`src/rtl/regfile_pkg.sv`:
```
// -----------------------------------------------------------------------------
// regfile_pkg
// Shared types and helpers for the register-file write path.
//   DATA_W / ADDR_W : default register width and register address width
//   WE_ACTIVE/IDLE  : levels of the active-low register-file write enable
//   wr_req_t        : one queued write (target address + data)
//   onehot_decode() : register address -> one-hot register select
// -----------------------------------------------------------------------------
package regfile_pkg;

    localparam int DATA_W  = 32;
    localparam int ADDR_W  = 4;
    localparam int DEPTH_W = 1 << ADDR_W;

    localparam logic WE_ACTIVE = 1'b0;
    localparam logic WE_IDLE   = 1'b1;

    typedef struct packed {
        logic [ADDR_W-1:0] addr;
        logic [DATA_W-1:0] data;
    } wr_req_t;

    function automatic logic [DEPTH_W-1:0] onehot_decode(input logic [ADDR_W-1:0] addr);
        logic [DEPTH_W-1:0] sel;
        sel       = '0;
        sel[addr] = 1'b1;
        return sel;
    endfunction

endpackage

```
`src/rtl/regfile_wr_seq_if.sv`:
```
// -----------------------------------------------------------------------------
// regfile_wr_seq_if
// Bundles the producer handshake and the register-file write-port bus of the
// write sequencer.
//   in_valid/in_addr/in_data : per-lane producer requests
//   in_ready                 : all lanes accepted this cycle
//   wstall                   : register-file owner blocks draining
//   waddr/we_/wdata          : register-file write ports (we_ active-low)
//   pend                     : per-register "write queued" bitmap
//   count                    : occupied queue entries
// master = producer / register-file side, slave = sequencer.
// -----------------------------------------------------------------------------
interface regfile_wr_seq_if
    import regfile_pkg::*;
#(
    parameter int DATA   = DATA_W,
    parameter int ADDR   = ADDR_W,
    parameter int IN     = 4,
    parameter int WRITE  = 2,
    parameter int QDEPTH = 8
);
    localparam int DEPTH = 1 << ADDR;
    localparam int CNT_W = $clog2(QDEPTH + 1);

    logic [IN-1:0]                in_valid;
    logic [IN-1:0][ADDR-1:0]      in_addr;
    logic [IN-1:0][DATA-1:0]      in_data;
    logic                         in_ready;
    logic                         wstall;
    logic [WRITE-1:0][ADDR-1:0]   waddr;
    logic [WRITE-1:0]             we_;
    logic [WRITE-1:0][DATA-1:0]   wdata;
    logic [DEPTH-1:0]             pend;
    logic [CNT_W-1:0]             count;

    modport master (
        output in_valid, in_addr, in_data, wstall,
        input  in_ready, waddr, we_, wdata, pend, count
    );

    modport slave (
        input  in_valid, in_addr, in_data, wstall,
        output in_ready, waddr, we_, wdata, pend, count
    );

endinterface

```
`src/rtl/regfile_wr_seq_lane_compact.sv`:
```
// -----------------------------------------------------------------------------
// lane_compact
// Packs the kept lanes of a multi-lane request vector into the low slots of
// the output, preserving ascending lane order, and reports how many were kept.
// Purely combinational.
//   in_valid : per-lane valid
//   in_req   : per-lane request
//   out_req  : kept requests in slots 0..out_cnt-1, zero above
//   out_cnt  : number of kept lanes
// With ZERO_REG set, lanes targeting address 0 are dropped (not kept).
// -----------------------------------------------------------------------------
module lane_compact
    import regfile_pkg::*;
#(
    parameter int IN       = 4,
    parameter bit ZERO_REG = 1'b0
) (
    input  logic [IN-1:0]              in_valid,
    input  wr_req_t [IN-1:0]           in_req,
    output wr_req_t [IN-1:0]           out_req,
    output logic [$clog2(IN+1)-1:0]    out_cnt
);

    localparam int CNT_W = $clog2(IN + 1);

    logic [IN-1:0] keep;
    int            rank;

    // rank is the number of kept lanes below lane i, i.e. its output slot.
    // The inner loop uses constant slot indices so no variable-index write
    // is needed.
    always_comb begin
        out_req = '0;
        keep    = '0;
        rank    = 0;
        for (int i = 0; i < IN; i++) begin
            keep[i] = in_valid[i] && !(ZERO_REG && (in_req[i].addr == '0));
            if (keep[i]) begin
                for (int o = 0; o < IN; o++) begin
                    if (o == rank) begin
                        out_req[o] = in_req[i];
                    end
                end
                rank = rank + 1;
            end
        end
        out_cnt = CNT_W'(rank);
    end

endmodule

```
`src/rtl/regfile_wr_seq.sv`:
```
// -----------------------------------------------------------------------------
// regfile_wr_seq
// Write-side sequencer for the multi-port register file. Accepts up to IN
// writes per cycle (all-or-nothing), queues them in order in a circular
// buffer and drains up to WRITE per cycle onto the active-low write ports,
// oldest entry on port 0.
//   clk   : clock
//   reset : asynchronous, active-high reset (control state only)
//   bus   : regfile_wr_seq_if.slave (producer handshake, write ports,
//           pend bitmap, occupancy count)
// DATA/ADDR must match the regfile_pkg widths: queue entries are wr_req_t.
// -----------------------------------------------------------------------------
module regfile_wr_seq
    import regfile_pkg::*;
#(
    parameter int DATA     = DATA_W,
    parameter int ADDR     = ADDR_W,
    parameter int IN       = 4,
    parameter int WRITE    = 2,
    parameter int QDEPTH   = 8,
    parameter bit ZERO_REG = 1'b0
) (
    input  logic             clk,
    input  logic             reset,
    regfile_wr_seq_if.slave  bus
);

    localparam int PTR_W    = $clog2(QDEPTH);
    localparam int CNT_W    = $clog2(QDEPTH + 1);
    localparam int IN_CNT_W = $clog2(IN + 1);
    localparam int DEPTH    = 1 << ADDR;

    typedef logic [PTR_W-1:0] ptr_t;

    ptr_t                 head_q, head_d;
    ptr_t                 tail_q, tail_d;
    logic [CNT_W-1:0]     count_q, count_d;
    wr_req_t              mem_q [QDEPTH];
    wr_req_t              mem_d [QDEPTH];

    wr_req_t [IN-1:0]     lane_req;
    wr_req_t [IN-1:0]     packed_req;
    logic [IN_CNT_W-1:0]  packed_cnt;

    logic                 in_ready;
    logic [CNT_W-1:0]     n_enq;
    logic [CNT_W-1:0]     n_drain;
    ptr_t                 wr_ptr;
    ptr_t                 rd_ptr;
    ptr_t                 occ_off;
    logic [DEPTH-1:0]     pend_v;

    always_comb begin
        lane_req = '0;
        for (int i = 0; i < IN; i++) begin
            lane_req[i].addr = bus.in_addr[i][ADDR-1:0];
            lane_req[i].data = bus.in_data[i][DATA-1:0];
        end
    end

    lane_compact #(
        .IN       (IN),
        .ZERO_REG (ZERO_REG)
    ) u_compact (
        .in_valid (bus.in_valid),
        .in_req   (lane_req),
        .out_req  (packed_req),
        .out_cnt  (packed_cnt)
    );

    // Free space comes from the registered count only, so in_ready never
    // depends on this cycle's drain or on wstall.
    assign in_ready     = (QDEPTH - int'(count_q)) >= IN;
    assign bus.in_ready = in_ready;
    assign n_enq        = in_ready ? CNT_W'(packed_cnt) : '0;

    always_comb begin
        n_drain = '0;
        if (!bus.wstall) begin
            n_drain = (count_q < CNT_W'(WRITE)) ? count_q : CNT_W'(WRITE);
        end
    end

    // Drain mux: port p carries entry head+p; idle ports are zeroed.
    always_comb begin
        bus.we_   = {WRITE{WE_IDLE}};
        bus.waddr = '0;
        bus.wdata = '0;
        rd_ptr    = head_q;
        for (int p = 0; p < WRITE; p++) begin
            rd_ptr = head_q + PTR_W'(p);
            if (CNT_W'(p) < n_drain) begin
                bus.we_[p]   = WE_ACTIVE;
                bus.waddr[p] = mem_q[rd_ptr].addr;
                bus.wdata[p] = mem_q[rd_ptr].data;
            end
        end
    end

    always_comb begin
        mem_d  = mem_q;
        wr_ptr = tail_q;
        for (int i = 0; i < IN; i++) begin
            wr_ptr = tail_q + PTR_W'(i);
            if (in_ready && (IN_CNT_W'(i) < packed_cnt)) begin
                mem_d[wr_ptr] = packed_req[i];
            end
        end
        tail_d  = in_ready ? (tail_q + PTR_W'(packed_cnt)) : tail_q;
        head_d  = head_q + PTR_W'(n_drain);
        count_d = count_q + n_enq - n_drain;
    end

    always_ff @(posedge clk or posedge reset) begin
        if (reset) begin
            head_q  <= '0;
            tail_q  <= '0;
            count_q <= '0;
        end else begin
            head_q  <= head_d;
            tail_q  <= tail_d;
            count_q <= count_d;
        end
    end

    // Entry storage carries no reset; occupancy alone decides validity.
    always_ff @(posedge clk) begin
        mem_q <= mem_d;
    end

    // An entry is occupied when its distance from head is below count.
    always_comb begin
        pend_v  = '0;
        occ_off = '0;
        for (int i = 0; i < QDEPTH; i++) begin
            occ_off = PTR_W'(i) - head_q;
            if (CNT_W'(occ_off) < count_q) begin
                pend_v = pend_v | onehot_decode(mem_q[i].addr);
            end
        end
    end

    assign bus.pend  = pend_v;
    assign bus.count = count_q;

endmodule

```
`src/flat_wrapper.sv`:
```
// flat-port wrapper written by rule: the top's interface ports become plain ports
module regfile_wr_seq_flat import regfile_pkg::*;
#(
    parameter int DATA     = DATA_W,
    parameter int ADDR     = ADDR_W,
    parameter int IN       = 4,
    parameter int WRITE    = 2,
    parameter int QDEPTH   = 8,
    parameter bit ZERO_REG = 1'b0
)
  (clk, reset, bus_in_valid, bus_in_addr, bus_in_data, bus_wstall, bus_in_ready, bus_waddr, bus_we_, bus_wdata, bus_pend, bus_count);
  regfile_wr_seq_if #(.DATA(DATA), .ADDR(ADDR), .IN(IN), .WRITE(WRITE), .QDEPTH(QDEPTH)) bus_i ();
  input  logic clk;
  input  logic reset;
  input wire logic [$bits(bus_i.in_valid)-1:0] bus_in_valid;
  input wire logic [$bits(bus_i.in_addr)-1:0] bus_in_addr;
  input wire logic [$bits(bus_i.in_data)-1:0] bus_in_data;
  input wire logic [$bits(bus_i.wstall)-1:0] bus_wstall;
  output wire logic [$bits(bus_i.in_ready)-1:0] bus_in_ready;
  output wire logic [$bits(bus_i.waddr)-1:0] bus_waddr;
  output wire logic [$bits(bus_i.we_)-1:0] bus_we_;
  output wire logic [$bits(bus_i.wdata)-1:0] bus_wdata;
  output wire logic [$bits(bus_i.pend)-1:0] bus_pend;
  output wire logic [$bits(bus_i.count)-1:0] bus_count;
  assign bus_i.in_valid = bus_in_valid;
  assign bus_i.in_addr = bus_in_addr;
  assign bus_i.in_data = bus_in_data;
  assign bus_i.wstall = bus_wstall;
  assign bus_in_ready = bus_i.in_ready;
  assign bus_waddr = bus_i.waddr;
  assign bus_we_ = bus_i.we_;
  assign bus_wdata = bus_i.wdata;
  assign bus_pend = bus_i.pend;
  assign bus_count = bus_i.count;
  regfile_wr_seq #(.DATA(DATA), .ADDR(ADDR), .IN(IN), .WRITE(WRITE), .QDEPTH(QDEPTH), .ZERO_REG(ZERO_REG)) u_core (.clk(clk), .reset(reset), .bus(bus_i));
endmodule
```
`config.mk`:
```
export PLATFORM = sky130hd
export DESIGN_NAME = regfile_wr_seq_flat
export DESIGN_NICKNAME = d
export VERILOG_FILES = /design/src/rtl/regfile_pkg.sv /design/src/rtl/regfile_wr_seq_if.sv /design/src/rtl/regfile_wr_seq_lane_compact.sv /design/src/rtl/regfile_wr_seq.sv /design/src/flat_wrapper.sv
export SDC_FILE = /design/constraint.sdc
export NUM_CORES = 2
export LEC_CHECK = 0
export CORE_ASPECT_RATIO = 0.7
export CORE_UTILIZATION = 30
export CTS_CLUSTER_DIAMETER = 150
export DETAILED_ROUTE_END_ITERATION = 8
export PLACE_DENSITY_LB_ADDON = 0.2
export SYNTH_ARGS = -nofsm -noshare
export SYNTH_HDL_FRONTEND = slang
export SYNTH_SLANG_ARGS = --single-unit
```
`constraint.sdc`:
```
create_clock -name clk -period 7 [get_ports clk]
set_clock_uncertainty 0.15 [all_clocks]
set_input_delay 1.75 -clock clk [delete_from_list [all_inputs] [get_ports clk]]
set_output_delay 1.75 -clock clk [all_outputs]
set_load 0.02 [all_outputs]
```
After elaboration in Yosys (flattened, before gate mapping)
Cells that the tools add are included.
Storage, ports and cells
  memory bits (writable): 0
  bits in latches: 0
  input bits: 151
  register bits: 298
  memories: 0
  logic and storage cells: 197
  output and inout port bits: 95
  ROM bits: 0
Operators by class
  mux-type cells: 75
  shift-type cells: 0
  add/sub/neg operators: 20
  eq/ne operators: 9
  div/mod/pow operators: 0
  multiply operators: 0
  bitwise logic cells: 13
  reduce and logical (&&, ||, !) cells: 19
  order comparisons: 42
Operators with widths (number)
  $bwmux 288: 4
  $mux 288: 4
  $mux 36: 21
  $demux 36 s3: 4
  $mux 144: 3
  $bmux 36 s3: 2
  $eq 3x32->1 const A: 4
  $mux 16: 8
  $or 16x16->16: 7
  $logic_not 32->1: 3
  $mux 32: 3
  $eq 2x32->1 const A: 2
  $lt 4x5->1 const B: 8
  $add 32x2->32 const B: 1
  $demux 1 s4: 8
  $ge 32x4->1 const B: 1
  $ge 4x1->1 const B: 8
  $lt 3x4->1: 8
  $ge 4x4->1 const B: 6
  $not 3->4: 6
  $logic_and 1x1->1: 16
  $lt 4x1->1 const B: 4
  $mux 4: 4
  $sub 3x3->3 const A: 4
  other kinds (18): 39

Logic depth before layout (Yosys ltp)
  word-level depth: 19
  depth in mapped cells: 17
  depth with buffers taken out: 15

Cells and area by module
Synthesis repeated with hierarchy kept, for this count alone.
Unflattened totals
  cell total of the unflattened synthesis: 3673
  area, all modules: 27736.6 µm²
By module, submodules not included
  regfile_wr_seq: cells each 3214, area each 24295.8 µm², seq. area each 6015.8 µm², instances 1
  lane_compact: cells each 459, area each 3440.8 µm², seq. area each 0.0 µm², instances 1

Worst setup path after synthesis
OpenSTA, ideal clock, no wires.
  kind: register to output
  start: register u_core.head_q[0]
  end: output port bus_pend[14]
  stages on the path, launching flop included: 17
  path slack: 0.592 ns
  data arrival time: 4.508 ns
  buffers on the path: 7
  data required time: 5.100 ns
  cell sequence: dfrtp_1 -> buf_2 -> buf_2 -> buf_2 -> buf_2 -> inv_1 -> ha_1 -> clkbuf_1 -> clkbuf_1 -> clkbuf_1 -> inv_1 -> ha_1 -> a21oi_1 -> o311ai_1 -> o22a_1 -> o221ai_1 -> or4_1
Between the ends
  cells in the longest elaborated chain, start to end: 17
  elaborated cells between the ends (all ways): 31
  classes of those cells: add/sub: 8; order compare: 8; mux: 8; bitwise: 7
Ends and longest elaborated chain
  start, declared: RTL line regfile_wr_seq.sv:35  | ptr_t head_q, head_d;
  start signal, assigned: RTL line regfile_wr_seq.sv:116  | head_q <= '0;
  start signal, assigned: RTL line regfile_wr_seq.sv:120  | head_q <= head_d;
  $sub 1x3->3: RTL line regfile_wr_seq.sv:136  | occ_off = PTR_W'(i) - head_q;
  $lt 3x4->1: RTL line regfile_wr_seq.sv:137  | if (CNT_W'(occ_off) < count_q) begin
  $mux 16: RTL line regfile_wr_seq.sv:137
  $or 16x16->16: RTL line regfile_wr_seq.sv:138  | pend_v = pend_v | onehot_decode(mem_q[i].addr);
  $mux 16: RTL line regfile_wr_seq.sv:137
  $or 16x16->16: RTL line regfile_wr_seq.sv:138
  $mux 16: RTL line regfile_wr_seq.sv:137
  $or 16x16->16: RTL line regfile_wr_seq.sv:138
  $mux 16: RTL line regfile_wr_seq.sv:137
  $or 16x16->16: RTL line regfile_wr_seq.sv:138
  $mux 16: RTL line regfile_wr_seq.sv:137
  $or 16x16->16: RTL line regfile_wr_seq.sv:138
  $mux 16: RTL line regfile_wr_seq.sv:137
  $or 16x16->16: RTL line regfile_wr_seq.sv:138
  $mux 16: RTL line regfile_wr_seq.sv:137
  $or 16x16->16: RTL line regfile_wr_seq.sv:138
  $mux 16 (*): RTL line regfile_wr_seq.sv:137
  end, declared: RTL line flat_wrapper.sv:23  | output wire logic [$bits(bus_i.pend)-1:0] bus_pend;
Every way passes the cells marked *; elsewhere a longest branch is shown, timed or not.

Worst setup path in the final report
  start: register u_core.head_q[1]
  end: output port bus_pend[0]
The elaborated chain is that of the path after synthesis.

==> flow_summary.toml <==
[outcome]
status = "finished clean"

[grt]
met3_usage_pct = 8.56
grt-busiest-layer = "met1"
grt_max_degree = 124
grt_pass1_vias = 26164
gr-usage-all-layers_pct = 30.6
antenna_found_initial = 3
grt_pass1_wl_mm = 193
overflow = 0
grt_util_met2_pct = 42.3
met1_usage_pct = 45.1

[worst_setup_path]
cp_max_fo = 7
cp-end-kind = "output port"
crit_type = "reg2out"
critical_path_arrival_ps = 4540
regToRegSetupSlack_ps = 3170
crit_path_start_kind = "register"
critPathRequiredTime_ps = 5100

[die]
fp-row-count = 88
die_w_um = 350
ios = 246
core_area_um2 = 83100
start_util_pct = 30.6
die_area_um2 = 86000
die_h_um = 246

[timing]
drv_slew = 0
min_period_ps = 6440
worst_pin_slew_ps = 1300
setup_viol = 0
rsz0062_at_grt = "no"
max_slew_margin_pct = 12.9
fin_tns_setup_ps = 0
timing.final.crit_share_pct = 92.0
hold_violations = 0
max_freq_ghz = 0.155

[synth]
avgSynthCellArea_um2 = 7.50
synth-xor-area-share_pct = 0.482
ys.warnings.count = 0
synth_adder_area_share_pct = 1.87
ys_seq_area_share_pct = 23.7
synth_common_cells = "nor2_1, nand2_1, o22ai_1, dfxtp_1, clkbuf_1"
synth_edf_count = 0
synth_compound_area_share_pct = 31.9
syn_nets = 3575
synth.largest_area_cell = "dfxtp_1"
synth_seq_cells = 298
yosysTopAreaCellShare_pct = 22.7
async_reset_ff_share_pct = 3.36
synth_area_leaders = "dfxtp_1, nor2_1, o22ai_1"
post-synth-top-count-cell = "nor2_1"
syn_area_um2 = 25400
synthMuxAreaShare_pct = 12.2
synth_cell_type_count = 85
ys.flop_type = "dfxtp_1"
synth_top_family_by_area = "compound AO/OA/AOI/OAI gates"
synthSimpleGateAreaFrac_pct = 23.6
postSynthCellCount = 3389

[clocking]
cts_resized = 0
clk_latency_ps = 520
cts_setup_buffers = 0
clkTransAtPathRegs_ps = 60
clockRootBuffer = "clkbuf_16"
clock_path_buffers = 3
tritoncts = "built"
numCtsBuffers = 34
cts_hold_buf = 0
htreeDepth = 2
clkSinkCount = 298

[power]
total_power_mw = 16.3
cellLeakagePower_nw = 11.4
ir_worst_vdd_v = 0.000503
p_per_area_nw_per_um2 = 546

[min_path]
min-delay-path-class = "reg2reg"

[final_layout]
n_antenna_cell = 0
layout-drive-gt1-share_pct = 11.6
nNetsFinal = 3619
areaGrowthSynthToFinish_pct = 17.3
n_fill_cell = 8632

[routing]
totalWireLength_mm = 139
drc = 0
drt-initial-drc-count = 5233
ant_nets = 0
wl_per_cell_um = 30.3
vias = 29429
via_per_inst = 6.43
dr.pass1.iters = 6

[place]
place_hpwl_mm = 82.7
io_buffers = 245
place.gp.congestion = 0.932

[job]
cap_viol_max_count = 0
where the power goes:
| group | switching (mW) | internal [mW] |
|---|---|---|
| sequential | 1.13 | 2.68 |
| clock | 0.808 | 1.04 |
| combinational | 6.14 | 4.50 |
| total | 8.08 | 8.22 |
cells by family after synthesis:
family	Yosys count
mux	216
xor+xnor	14
simple gates	1340
other cells	1
fa+ha+maj	35
compound gates	1122
buf+inv	363
flops	298
layout make-up:
cell class	count	area [um2]	share of cell area, %
sequential	298	6020	20.2
tap	1125	1410	4.72
timing repair buffer	327	3200	10.7
multi-input combinational	2728	18000	60.3
clock buffer	52	1020	3.42
clock inverter	4	48.8	0.164
inverter	44	165	0.554
through the flow:
| stage | setup WS, ps | instance area [um2] | instances | hold WS, ps | utilization [%] |
|---|---|---|---|---|---|
| global route | 403 | 29800 | 4578 | 434 | 35.9 |
| CTS | 606 | 29800 | 4578 | 412 | 35.9 |
| detailed placement | 607 | 28800 | 4522 | 408 | 34.6 |
| finish | 559 | 29800 | 4578 | 427 | 35.9 |
| global placement | 621 | 28800 | 4522 | 399 | 34.6 |
| floorplan | 592 | 25400 | 3389 | 352 | - |
routing by layer:
layer	routed length (um)	vias up	share of wire, %
li1	-	12838	-
met1	60100	14081	43
met2	55600	2212	40
met3	18800	298	14
met4	4320	0	3.1
met5	0	-	0
registers in the layout, summed over array words and instances, names as in the netlist:
| register | cells |
|---|---|
| u_core.mem_q | 288 |
| u_core.head_q | 3 |
| u_core.tail_q | 3 |
| u_core.bus.count | 4 |
worst paths after layout:
kind	from	endpoint	cells past startpoint
setup / recovery	u_core.head_q[1]$_DFF_PP0_	bus_pend[0]	9
hold / removal	u_core.mem_q[77]$_DFF_P_	u_core.mem_q[77]$_DFF_P_	2
setup reg to reg	u_core.bus.count[3]$_DFF_PP0_	u_core.mem_q[135]$_DFF_P_	7
hold reg to reg	u_core.mem_q[77]$_DFF_P_	u_core.mem_q[77]$_DFF_P_	2
max in group asynchronous	reset	u_core.head_q[0]$_DFF_PP0_	2
min in group asynchronous	reset	u_core.tail_q[2]$_DFFE_PP0N_	2
cells in the final DEF (no fill, tap or decap), types with 9 or more instances in the layout:
master,synthesis,routed
a21oi_1,150,150
nor3_1,166,166
nand3_2,12,12
mux4_2,74,74
o31a_1,35,35
o22ai_1,301,301
o21ai_0,77,77
buf_12,0,11
dfrtp_1,10,9
buf_4,10,71
a211oi_2,120,120
nor4_1,11,11
clkdlybuf4s50_1,0,243
nor2b_1,14,13
nor2_1,610,606
a22oi_1,108,108
and3_1,48,40
a221oi_1,37,37
a211oi_1,171,171
clkbuf_16,0,35
o21ai_1,72,72
dfxtp_1,288,288
inv_1,42,42
clkbuf_1,195,9
ha_1,30,28
nand3_1,23,19
nand4_1,45,45
mux2i_1,141,141
nand2b_1,21,21
nand2_1,330,325
worst max-delay path, stage by stage, from the launching register on:
cell and delay, ps:
dfrtp_1 710, inv_1 360, ha_4 390, ha_1 230, a21oi_1 400, nor3_2 160
nor4_1 790, a211oi_1 200, nand3_1 140, clkdlybuf4s50_1 640
(Power assumes the default switching activity.)
